## config.mk

```make
export PLATFORM = sky130hd
export DESIGN_NAME = vend_dispenser
export DESIGN_NICKNAME = d
export VERILOG_FILES = /design/src/rtl/vend_dispenser.sv
export SDC_FILE = /design/constraint.sdc
export NUM_CORES = 1
export LEC_CHECK = 0
export BUFFER_PORTS_ARGS = -buffer_cell sky130_fd_sc_hd__buf_2
export CORE_ASPECT_RATIO = 1.1
export CORE_MARGIN = 2
export CORE_UTILIZATION = 55
export DETAILED_ROUTE_END_ITERATION = 8
export PLACE_DENSITY = 0.78
export SETUP_SLACK_MARGIN = 0.2
export SKIP_LAST_GASP = 1
export SYNTH_ARGS = -nofsm -noshare
export SYNTH_HDL_FRONTEND = slang
export SYNTH_SLANG_ARGS = --single-unit
```

## constraint.sdc

```tcl
create_clock -name clk -period 2.08 [get_ports clk]
set_input_delay 0.416 -clock clk [delete_from_list [all_inputs] [get_ports clk]]
set_output_delay 0.416 -clock clk [all_outputs]
set_load 0.005 [all_outputs]
```

## src/rtl/vend_dispenser.sv

```systemverilog
// vend_dispenser: actuator-side companion to the vending controller.
// Queues prod/change strobes in saturating pending counters and drives the
// product motor and the coin hopper one request at a time, each with a
// done-sensor handshake. Product is always served before change.
// Optional macro VEND_DISP_TIMEOUT_EN enables a per-actuation watchdog that
// latches a sticky fault; clr_fault leaves FAULT and retries the request.
module vend_dispenser #(
    parameter int CNT_W       = 3,
    parameter int TIMEOUT_CYC = 32,
    parameter int GAP_CYC     = 2
) (
    input  logic             clk,
    input  logic             rst_n,
    input  logic             prod,
    input  logic             change,
    input  logic             motor_done,
    input  logic             hopper_ack,
    input  logic             clr_fault,
    output logic             motor_on,
    output logic             hopper_on,
    output logic             busy,
    output logic             fault,
    output logic             ovf,
    output logic [CNT_W-1:0] prod_pend,
    output logic [CNT_W-1:0] chg_pend
);

    typedef enum logic [2:0] {
        S_IDLE,
        S_VEND,
        S_CHANGE,
        S_GAP,
        S_FAULT
    } state_t;

    localparam int GAP_W = $clog2(GAP_CYC + 1) + 1;

    state_t           state, state_n;
    logic [CNT_W-1:0] prod_q, prod_d, chg_q, chg_d;
    logic [GAP_W-1:0] gap_q, gap_d;
    logic             ovf_q, ovf_d;
    logic             prod_dec, chg_dec;

`ifdef VEND_DISP_TIMEOUT_EN
    localparam int TMR_W = $clog2(TIMEOUT_CYC) + 1;
    logic [TMR_W-1:0] tmr_q, tmr_d;
    logic             fault_q;
`else
    // Watchdog is compiled out: keep the otherwise-unused inputs referenced.
    logic unused_cfg;
    assign unused_cfg = clr_fault ^ (TIMEOUT_CYC == 0);
`endif

    // Next-state logic, completion decrements and the GAP/watchdog timers.
    always_comb begin
        state_n  = state;
        gap_d    = gap_q;
        prod_dec = 1'b0;
        chg_dec  = 1'b0;
`ifdef VEND_DISP_TIMEOUT_EN
        tmr_d    = tmr_q;
`endif
        case (state)
            S_IDLE: begin
                gap_d = '0;
`ifdef VEND_DISP_TIMEOUT_EN
                tmr_d = '0;
`endif
                if (prod_q != '0)
                    state_n = S_VEND;
                else if (chg_q != '0)
                    state_n = S_CHANGE;
            end
            S_VEND: begin
                gap_d = '0;
                // Sensor on the timeout edge wins over the watchdog.
                if (motor_done) begin
                    prod_dec = 1'b1;
                    state_n  = S_GAP;
                end
`ifdef VEND_DISP_TIMEOUT_EN
                else if (tmr_q == TMR_W'(TIMEOUT_CYC - 1))
                    state_n = S_FAULT;
                else
                    tmr_d = tmr_q + 1'b1;
`endif
            end
            S_CHANGE: begin
                gap_d = '0;
                if (hopper_ack) begin
                    chg_dec = 1'b1;
                    state_n = S_GAP;
                end
`ifdef VEND_DISP_TIMEOUT_EN
                else if (tmr_q == TMR_W'(TIMEOUT_CYC - 1))
                    state_n = S_FAULT;
                else
                    tmr_d = tmr_q + 1'b1;
`endif
            end
            S_GAP: begin
                // The completion cycle plus GAP_CYC settle cycles, so IDLE is
                // reached GAP_CYC+1 edges after the sensor was sampled.
                if (gap_q == GAP_W'(GAP_CYC)) begin
                    state_n = S_IDLE;
                    gap_d   = '0;
                end else begin
                    gap_d = gap_q + 1'b1;
                end
            end
            S_FAULT: begin
`ifdef VEND_DISP_TIMEOUT_EN
                if (clr_fault)
                    state_n = S_IDLE;
`else
                state_n = S_IDLE;
`endif
            end
            default: state_n = S_IDLE;
        endcase
    end

    // Saturating pending counters; simultaneous inc and dec cancel.
    always_comb begin
        prod_d = prod_q;
        chg_d  = chg_q;
        ovf_d  = ovf_q;
        if (prod && !prod_dec) begin
            if (prod_q == '1)
                ovf_d = 1'b1;
            else
                prod_d = prod_q + 1'b1;
        end else if (!prod && prod_dec) begin
            prod_d = prod_q - 1'b1;
        end
        if (change && !chg_dec) begin
            if (chg_q == '1)
                ovf_d = 1'b1;
            else
                chg_d = chg_q + 1'b1;
        end else if (!change && chg_dec) begin
            chg_d = chg_q - 1'b1;
        end
    end

    // State, counters and registered outputs; reset drops drives at once.
    always_ff @(posedge clk or negedge rst_n) begin
        if (!rst_n) begin
            state     <= S_IDLE;
            prod_q    <= '0;
            chg_q     <= '0;
            gap_q     <= '0;
            ovf_q     <= 1'b0;
            motor_on  <= 1'b0;
            hopper_on <= 1'b0;
            busy      <= 1'b0;
        end else begin
            state     <= state_n;
            prod_q    <= prod_d;
            chg_q     <= chg_d;
            gap_q     <= gap_d;
            ovf_q     <= ovf_d;
            motor_on  <= (state_n == S_VEND);
            hopper_on <= (state_n == S_CHANGE);
            busy      <= (state_n != S_IDLE) || (prod_d != '0) || (chg_d != '0);
        end
    end

`ifdef VEND_DISP_TIMEOUT_EN
    // Watchdog timer and sticky fault flag.
    always_ff @(posedge clk or negedge rst_n) begin
        if (!rst_n) begin
            tmr_q   <= '0;
            fault_q <= 1'b0;
        end else begin
            tmr_q   <= tmr_d;
            fault_q <= (state_n == S_FAULT);
        end
    end
    assign fault = fault_q;
`else
    assign fault = 1'b0;
`endif

    assign ovf       = ovf_q;
    assign prod_pend = prod_q;
    assign chg_pend  = chg_q;

endmodule
```

# --- Yosys cells after proc, flatten, opt, wreduce, memory -nomap -nowiden ---
# Cells that the tools add are included.
classes:
  addsub: 5
  n_eq_ne: 8
  n_mux: 22
  n_reduce_logical: 18
ops:
  columns: ["operator", "n"]
  rows:
  - ["two-way mux 3 bit", 12]
  - ["nonzero test 3 bit", 5]
  - ["equality test 3 x 2 -> 1 bit (second input constant)", 4]
  - ["case mux 3 bit (4 select lines)", 1]
  - ["adder 3 x 1 -> 3 bit (second input constant)", 3]
  - ["two-way mux 1 bit", 8]
  - ["equality test 3 x 1 -> 1 bit (second input constant)", 2]
  - ["equality test 3 bit (second input constant)", 2]
  - ["case mux 3 bit (2 select lines)", 1]
  - ["subtractor 3 x 1 -> 3 bit (second input constant)", 2]
  - ["logical AND 1 bit", 4]
  - ["zero test 1 bit", 4]
  - ["zero test 3 bit", 1]
  - ["OR reduction 3 bit", 1]
  - ["logical OR 1 bit", 2]
  - ["nonzero test 2 bit", 1]
word_totals:
  register_bits: 16
  out_inout_bits: 11
  wordCells: 61

# --- Logic depth before layout (Yosys ltp) ---
# Gate-level depths: netlist of the first run.
depth:
  depth_word: 8
  mapped_depth: 7
  mapped_depth_nobuf: 7

# --- Worst setup path after synthesis of the first run ---
# OpenSTA, ideal clock, no wires.
synth_timing:
  kind: "reg2reg"
  start: "reg state[0]"
  end: "reg busy"
  setup_time_ns: 0.142
  arrival_ns: 1.503
  t_required_ns: 1.938
  path_slack_ns: 0.435
  stages_incl_launch_ff: 7
  n_path_buf: 1
  cell_sequence: "dfrtp_1 -> buf_6 -> and4bb_4 -> mux2i_1 -> o211ai_2 -> nor4_2 -> o221ai_1"
synth_lines:
  columns: ["item", "line", "text"]
  rows:
  - ["start, declared", "38", "state_t state, state_n;"]
  - ["start signal, assigned", "158", "state <= state_n;"]
  - ["equality test 3 x 2 -> 1 bit (*)", "63", "case (state)"]
  - ["two-way mux 1 bit (*)", "63", null]
  - ["logical AND 1 bit / zero test 1 bit (equally long branches)", "141, 136", null]
  - ["two-way mux 3 bit / logical AND 1 bit (equally long branches)", "141, 136", null]
  - ["two-way mux 3 bit (*)", "136", "if (change && !chg_dec) begin"]
  - ["via chg_d[1]", "39", "logic [CNT_W-1:0] prod_q, prod_d, chg_q, chg_d;"]
  - ["nonzero test 3 bit (*)", "165", "busy <= (state_n != S_IDLE) || (prod_d != '0) || (chg_d != '0);"]
  - ["logical OR 1 bit (*)", "165", null]
  - ["end signal, assigned", "165", null]
  - ["end, declared", "21", "output logic busy,"]
# Mark *: on every way through the listed nets, which the timed path passes. The rest lies on a longest branch.
# A chain may end at the register's enable or synchronous reset.

# --- Final worst setup path of the first run ---
layout_timing:
  start: "reg state[1]"
  end: "reg busy"
# The elaborated chain is that of the path after synthesis.

==> results of run 1 <==
layer usage:
layer,wire [um],up-vias,track usage
met5,0,-,0
met4,17,0,0.0571
met3,123,2,0.0324
met2,1050,34,0.336
met1,938,421,0.265
li1,-,445,-
worst max-delay path by stage:
stage / end / slack, ns / cells past startpoint
3_3_place_gp: hopper_on / 0.29 / 6
2_1_floorplan: busy / 0.44 / 6
4_1_cts: hopper_on / 0.22 / 6
6_report: busy / 0.32 / 5
5_1_grt: busy / 0.19 / 5
3_5_place_dp: hopper_on / 0.26 / 6
layout by cell type, fill, tap and decap left out, types with 2 or more instances in the layout:
master and count:
inv_1 7, a211oi_1 2, clkbuf_4 3, mux2_2 2, and4bb_4 2, mux2i_1 3
nor2b_1 2, nand3_1 3, dfrtp_2 2, nor2_1 9, nand4_1 2, nand2b_1 3
nand2_1 16, o21ai_0 8, conb_1 2, xnor2_1 2, dfrtp_1 14, nor3_1 4
a21oi_1 7, buf_2 15, ha_1 6, buf_4 2
flip-flops by register name, indices dropped and copies added (netlist names):
| name | cells |
|---|---|
| state | 3 |
| ovf | 1 |
| busy | 1 |
| chg_pend | 3 |
| motor_on | 1 |
| gap_q | 3 |
| prod_pend | 3 |
| hopper_on | 1 |
layout make-up:
class,count,area share
Sequential cell,16,0.329
Multi-Input combinational cell,88,0.515
Tap cell,27,0.0276
Inverter,8,0.0245
Timing Repair Buffer,17,0.0736
Clock buffer,4,0.0297
what timing repair did:
item | CTS | global route
gates resized for setup | 0 | 7
endpoints found under the setup margin | 0 | 3
hold endpoints to repair | 0 | 0
per-stage QoR:
stage / area, sq um / hold slack [ns] / utilization / total power, W
finish: 1220 / 0.0207 / 0.672 / 0.00120
global route: 1220 / 0.0390 / 0.672 / 0.00129
CTS: 1190 / 0.0349 / 0.652 / 0.00118
detailed placement: 1150 / 0.350 / 0.633 / 0.000970
global placement: 1150 / 0.343 / 0.633 / 0.000939
floorplan: 1090 / 0.120 / - / 0.000838
power by group:
group	leakage [nW]	internal, W	switching [W]
clock	0.0210	0.000107	0.000103
sequential	0.185	0.000374	0.0000789
combinational	0.327	0.000249	0.000285
total	0.533	0.000730	0.000467
cells by family (layout without fill, tap and decap cells):
kind of cell / count (synthesis) / after routing / synth area share
flops: 16 / 16 / 0.367
compound gates: 28 / 28 / 0.181
mux: 5 / 5 / 0.0482
simple gates: 45 / 45 / 0.227
other cells: 1 / 2 / 0.00344
buf+inv: 16 / 29 / 0.0883
fa+ha+maj: 6 / 6 / 0.0688
xor+xnor: 2 / 2 / 0.0161
==> run summary, run 1 <==
Status = complete, no violations
Multi-input combinational cell area = 631 sq um
Max IR drop VDD = 0.583 mV
Seq/Total Area, Yosys = 0.367
Max Cap Viol = 0
H-Tree Depth = 1
Vias per cell = 5.64
Crit Path Category = flop to flop
Share of the synthesized area in the top cell type = 0.367
Most frequent cells after synthesis = 16 x dfrtp_1, 16 x nand2_1, 9 x nor2_1
Required time worst endpoint = 2.24 ns
Layout fillers = 152
Routability cong. = 0.874
Crit-path cells = and4bb_4 -> mux2i_1 -> o211ai_2 -> nor4_2 -> o221ai_1
Crit path largest cell delay = 0.55 ns
Pin count of the biggest net entering global routing = 17
Family with the most delay on the worst path = simple AND/OR/NAND/NOR gates
Number of enable flip-flop cells after synthesis = 0
Clk_lat worst skew = 0.29 ns
Crit path from = state[1]
Iter 0 DRT Violations = 20
Max-slew violation count = 0
Worst R2R Start = state[1]
Fmax = 568 MHz
Maximum root-to-sink buffer count = 2
Clk root buf = clkbuf_4
Hold buffers post-CTS = 0
Final std cells w/o fill = 160
Leak = 0.533 nW
Critical R2R Capture = busy
Period utilisation layout = 0.846
Number of core rows = 16
Core box area = 1820 sq um
Type of the most critical hold path = input port to asynchronous set/reset pin
Area Overhead vs Synth = 12.2%
Proportion of layout cells with a drive suffix above 1 = 0.256
IO Pins = 18
Fin nets = 147
CP Launch Type = flop
Pre-CTS setup slack = 0.258 ns
GRT overflow = 0
Sequential cell area = 403 sq um
Die Ht = 50.7 um
Post-Syn Area = 1090 sq um
CTS Buf Count = 3
Initial Util = 0.599
I/O Buffers = 15
Synth Area per Inst = 9.17 sq um
Sum of negative setup slack = 0 ns
Worst Clk Skew = 0.00135 ns
CP max FO = 11
Drt pass-1 iters = 4
Yosys reg bits = 16
Crit path capture type = flop
HPWL Detailed = 1630 um
Chip width = 46.5 um
Tmin final = 1.76 ns
Setup Fix Bufs, Post-CTS = 0
FF-to-FF setup slack = 0.32 ns
Synth cell types = 35
Unrepaired setup endpoints after global routing = no
Post-route ant nets = 0
Crit path buffers/inverters = 0
R2r worst-path depth = 5
Initial antenna violation count = 0
Yosys top cell by area = dfrtp_1
Primary FF master, synth = dfrtp_1
Fin. Hold Viols = 0
Global-route usage over all layers = 0.203
Final Setup Violations = 0
Die footprint = 2360 sq um
Ys Warns = 0
Vias in the first global route = 825
PnR worst setup slack = 0.320 ns
TritonCTS clock tree = yes
Antenna cell count = 0
Drt total wl = 2130 um
Share of flip-flops with an asynchronous set or reset = 1.00
DR WL/cell = 13.3 um
First-pass GRT wire length = 3530 um
Synth area leaders = dfrtp_1 37%, ha_1 6.9%, nand2_1 5.5%, o21ai_0 3.7%, a21oi_1 3.2%
Critical path arrival = 1.92 ns
Remaining DRCs = 0
Placed insts = 156
Worst path slowest cell = dfrtp_1
Synth Instances = 119
Reg clk slew, reported paths = 0.10 ns
Via count = 902
PD cells = 978 nW/um^2
Clock Sinks = 16
Note: power is estimated with default switching activity, not from simulation.
==> run 2: changes to the inputs <==
- ABC_AREA: not set -> 1
- CORE_UTILIZATION: 55 -> 49
- PLACE_DENSITY: 0.78 -> 0.74
- clock period: 2.08 -> 1.6 ns (I/O delays scaled with it)
==> run 2 against run 1 <==
Against the previous run:
- critical path type unchanged
- largest cell class unchanged
- critical path depth is 5 higher
- die area is 7.4% higher
- clock power is 37% higher
==> run summary, run 2 <==
Tmin final = 1.50 ns
Period utilisation layout = 0.936
Placed insts = 177
Final std cells w/o fill = 188
Yosys top cell by area = dfrtp_1
CTS Buf Count = 3
Most frequent cells after synthesis = 31 x nand2_1, 23 x inv_1, 16 x dfrtp_1
Post-Synth XOR/XNOR Area = 0.0167
Die Ht = 52.6 um
Wire length on met3 = 67 um
Primary FF master, synth = dfrtp_1
Metal-1 WL = 970 um
Synth Instances = 134
Worst R2R Start = chg_pend[1]
Unrepaired setup endpoints after global routing = yes
Crit path capture type = flop
Required time worst endpoint = 1.82 ns
Chip width = 48.2 um
Fin nets = 174
Remaining DRCs = 0
Core box area = 2020 sq um
PnR worst setup slack = 0.102 ns
Crit Path Category = flop to flop
Die footprint = 2530 sq um
Min-Delay Endpoint = chg_pend[2]
Via count = 954
Fin. Hold Viols = 0
Synth Area per Inst = 7.84 sq um
Drt total wl = 2390 um
CP max FO = 3
Critical R2R Capture = chg_pend[1]
Top Layer Used = met4
Type of the most critical hold path = input port to flop
Count leader, synth = nand2_1
Worst path slowest cell = dfrtp_1
Initial Util = 0.520
IO Pins = 18
Drt pass-1 iters = 4
Final Setup Violations = 0
Hold Crit Depth = 3
Share of the synthesized area in the top cell type = 0.381
Post-Synth Simple-Gate Area = 0.383
H-Tree Depth = 1
Number of core rows = 17
Pin count of the biggest net entering global routing = 17
Proportion of layout cells with a drive suffix above 1 = 0.369
Family with the most delay on the worst path = flip-flops
Routability cong. = 0.860
PD cells = 1730 nW/um^2
Crit path buffers/inverters = 4
Max Cap Viol = 0
Clk root buf = clkbuf_4
Post-route ant nets = 0
Post-Syn Area = 1050 sq um
Worst min-delay path startpoint = change
Vias per cell = 5.07
Main combinational cell family by area after synthesis = simple AND/OR/NAND/NOR gates
Clk_lat worst skew = 0.30 ns
Synth Area in Adders = 0.0714
TritonCTS clock tree = yes
Seq/Total Area, Yosys = 0.381
CP Launch Type = flop
Reg clk slew, reported paths = 0.11 ns
Synth cell types = 27
Post-synthesis compound-gate area fraction = 0.0405
Vias in the first global route = 1,018
Leak = 0.676 nW
Pre-CTS setup slack = 0.132 ns
FF-to-FF setup slack = 0.10 ns
R2r worst-path depth = 10
Met2 wire length = 1290 um
Area Overhead vs Synth = 25.2%
Ys Warns = 0
Clock Sinks = 16
Initial antenna violation count = 0
Iter 0 DRT Violations = 15
Antenna cell count = 0
Mux cell area share after synthesis = 0
HPWL Detailed = 1650 um
Max IR drop VDD = 1.27 mV
Fmax = 668 MHz
I/O Buffers = 15
Share of flip-flops with an asynchronous set or reset = 1.00
Critical path arrival = 1.72 ns
DR WL/cell = 12.7 um
Crit path largest cell delay = 0.45 ns
Commonest non-fill, non-tap cells in the layout = 29 x nand2_1, 18 x inv_1, 15 x buf_2
GRT overflow = 0
Layout fillers = 183
Synth area leaders = dfrtp_1 38%, nand2_1 11%, inv_1 8.2%, ha_1 7.1%, nand3_1 6.2%
Worst Clk Skew = 0.00513 ns
Max-slew violation count = 0
Number of enable flip-flop cells after synthesis = 0
Crit-path cells = inv_2 -> ha_4 -> nand2_2 -> nand2_1 -> nand3_1 -> nand2_1 -> nor2_2 -> buf_4 -> buf_6 -> inv_2
Most common cell after layout, fill and taps aside = nand2_1
Sum of negative setup slack = 0 ns
Maximum root-to-sink buffer count = 2
Post-layout util = 0.651
First-pass GRT wire length = 4130 um
Yosys reg bits = 16
Global-route usage over all layers = 0.234
Status = complete, no violations
-- run 2: area by class of cell --
type,instances,area [sq um],area share
Timing Repair Buffer,22,134,0.102
Inverter,27,104,0.0789
Tap cell,28,35.0,0.0266
Multi-Input combinational cell,91,602,0.457
Clock buffer,4,36.3,0.0276
Sequential cell,16,405,0.308
-- run 2: how the worst max path moves through the flow --
| stage | startpoint | endpoint | cells past startpoint | slack, ns |
|---|---|---|---|---|
| after global placement | chg_pend[0] | busy | 10 | 0.15 |
| after global routing | chg_pend[1] | busy | 10 | -0.03 |
| after detailed placement | chg_pend[0] | busy | 10 | 0.13 |
| after floorplan | chg_pend[0] | busy | 10 | 0.23 |
| final | chg_pend[1] | chg_pend[1] | 10 | 0.10 |
| after CTS | chg_pend[1] | busy | 10 | 0.20 |
-- run 2: routing by layer --
| layer | vias to the layer above | GRT usage |
|---|---|---|
| met1 | 449 | 0.261 |
| met4 | 0 | 0.131 |
| met2 | 24 | 0.401 |
| met3 | 7 | 0.0345 |
| met5 | - | 0 |
| li1 | 474 | - |
-- run 2: worst min-delay path: stages --
cell and delay (ns):
buf_2 0.14, o211ai_1 0.09, nand2_1 0.08
-- run 2: cell families (layout without fill, tap and decap cells) --
group | after synthesis | after routing
xor+xnor | 2 | 2
buf+inv | 28 | 53
other cells | 1 | 2
simple gates | 74 | 74
flops | 16 | 16
fa+ha+maj | 6 | 6
compound gates | 7 | 7
-- run 2: power by group --
part | total, W | internal, W | switching (W) | leakage, nW
registers | 0.000730 | 0.000543 | 0.000187 | 0.186
clock network | 0.000288 | 0.000139 | 0.000149 | 0.0210
logic | 0.00125 | 0.000570 | 0.000683 | 0.469
total | 0.00227 | 0.00125 | 0.00102 | 0.676
-- run 2: repair_timing --
item / in CTS / in global routing
cloned: 0 / 0
resized for setup: 15 / 6
endpoints found under the setup margin: 1 / 3
hold endpoints to repair: 16 / 0
hold buffers: 1 / 0
pin swaps: 7 / 2
setup buffers: 5 / 1
-- run 2: stage by stage --
stage / hold slack (ns) / cell area [sq um] / power (W)
6_report: 0.368 / 1320 / 0.00227
5_1_grt: 0.419 / 1320 / 0.00248
4_1_cts: 0.375 / 1290 / 0.00217
3_5_place_dp: 0.256 / 1160 / 0.00168
3_3_place_gp: 0.244 / 1160 / 0.00162
2_1_floorplan: 0.0244 / 1050 / 0.00140
==> run 3: changes to the inputs <==
- CORE_UTILIZATION: 49 -> 54
- PLACE_DENSITY: 0.74 -> 0.77
- clock period: 1.6 -> 1.5 ns (I/O delays scaled with it)
==> run 3 against run 2 <==
Against the previous run:
- core utilization up 8.2 points
- total power rose by 6.9%
- the flow now finishes with violations (setup timing)
- critical endpoint is now busy
- die area is 8.5% lower
- sequential cell count is the same
- first-iteration DRC count is 73% higher
- sequential share of layout area down 0.21 points
- setup slack lost 0.11 ns
==> run summary, run 3 (synthesized netlist as in run 2, its figures left out) <==
Commonest non-fill, non-tap cells in the layout = 25 x nand2_1, 16 x inv_1, 15 x buf_2
TritonCTS clock tree = yes
Max IR drop VDD = 1.29 mV
Iter 0 DRT Violations = 26
GRT overflow = 0
Max-slew violation count = 0
Clock power share = 0.089
Sequential cell area = 404 sq um
Drt total wl = 2380 um
CTS Buf Count = 3
Global-route usage over all layers = 0.208
DR WL/cell = 13.2 um
Number of core rows = 16
PnR worst setup slack = -0.00599 ns
H-Tree Depth = 1
I/O Buffers = 15
Layout fillers = 150
Crit path capture type = flop
Type of the most critical hold path = input port to flop
Pin count of the biggest net entering global routing = 17
Area Overhead vs Synth = 25.7%
Period utilisation layout = 1.00
Max Cap Viol = 0
Reg power frac = 0.318
Proportion of layout cells with a drive suffix above 1 = 0.414
HPWL Detailed = 1540 um
Required time worst endpoint = 1.68 ns
Core box area = 1800 sq um
First-pass GRT wire length = 3550 um
Status = finished, violations left
Die Ht = 50.3 um
Antenna cell count = 0
Placed Area = 1160 sq um
Remaining DRCs = 0
Fmax = 664 MHz
IO Pins = 18
CP Launch Type = flop
Switching share of power = 0.457
Final Instance Area = 1320 sq um
Drt pass-1 iters = 5
Pwr Total = 0.00243 W
Most common cell after layout, fill and taps aside = nand2_1
Initial antenna violation count = 0
Clk_lat worst skew = 0.28 ns
Combinational share of power = 0.593
Violated checks = setup timing
Vias in the first global route = 868
Fin nets = 177
Die footprint = 2320 sq um
Chip width = 46.1 um
CP max FO = 4
Worst Clk Skew = 0.00324 ns
Post-layout util = 0.733
Crit Path Category = flop to flop
Post-route ant nets = 0
WHS = 0.412 ns
Net Sw Power = 0.00111 W
Initial Util = 0.583
Maximum root-to-sink buffer count = 2
Fin. Hold Viols = 0
Final Setup Violations = 1
Leak = 0.687 nW
Tmin final = 1.51 ns
Clk root buf = clkbuf_4
Vias per cell = 5.43
Routability cong. = 0.766
Clock Sinks = 16
Unrepaired setup endpoints after global routing = yes
PD cells = 1840 nW/um^2
Reg clk slew, reported paths = 0.09 ns
Critical path arrival = 1.68 ns
Placed insts = 167
Via count = 978
Cell Int Power = 0.00132 W
Multi-input combinational cell area = 612 sq um
Final std cells w/o fill = 180
run 3: cell count changes in the layout (fill, tap and decap cells not counted), sizes merged:
cell	change
buf	+3
clkbuf	-1
run 3: power groups by stage:
stage	clock, W	combinational [W]	sequential (W)
CTS	0.000220	0.00121	0.000760
finish	0.000216	0.00144	0.000772
detailed placement	0	0.00106	0.000756
global route	0.000247	0.00160	0.000791
global placement	0	0.00102	0.000752
floorplan	0	0.000787	0.000746
run 3: per-layer routing:
layer	wire (um)	track usage	vias up
met2	1300	0.370	25
met4	27	0.0619	0
li1	-	-	483
met1	977	0.247	466
met3	73	0.0324	4
met5	0	0	-
run 3: final timing paths:
path	start	to	slack, ns	cells after the start
worst max-delay path	chg_pend[0]	busy	-0.006	10
worst min-delay path	change	ovf	0.41	3
worst max register to register	chg_pend[0]	busy	-0.006	10
worst min register to register	ovf	ovf	0.50	2
max in group asynchronous	rst_n	state[1]	0.75	2
min in group asynchronous	rst_n	prod_pend[1]	0.46	2
run 3: what timing repair did:
| action | in CTS | in global routing |
|---|---|---|
| resized for setup | 11 | 11 |
| hold endpoints to repair | 16 | 0 |
| setup buffers | 5 | 4 |
| pin swaps | 9 | 15 |
| hold buffers | 1 | 0 |
| setup endpoints to repair | 2 | 8 |
run 3: area by class of cell:
class | count | share of cell area
Timing Repair Buffer | 25 | 0.118
Tap cell | 18 | 0.0170
Multi-Input combinational cell | 91 | 0.463
Clock buffer | 3 | 0.0170
Inverter | 27 | 0.0786
Sequential cell | 16 | 0.306
run 3: critical path, cell delays in order, from the launching register on:
cell	delay, ns
dfrtp_1	0.43
ha_2	0.24
nand2_2	0.09
nand2_1	0.08
nand2_1	0.05
nand3_1	0.07
nand2_1	0.06
nor2_2	0.12
nand2_1	0.08
nor2_1	0.12
nand2_1	0.06
run 3: stage by stage:
| step | setup TNS, ns | setup WS [ns] |
|---|---|---|
| 2_1_floorplan | 0 | 0.208 |
| 3_3_place_gp | 0 | 0.0766 |
| 3_5_place_dp | 0 | 0.0583 |
| 4_1_cts | 0 | 0.104 |
| 5_1_grt | -0.0649 | -0.0649 |
| 6_report | -0.00599 | -0.00599 |
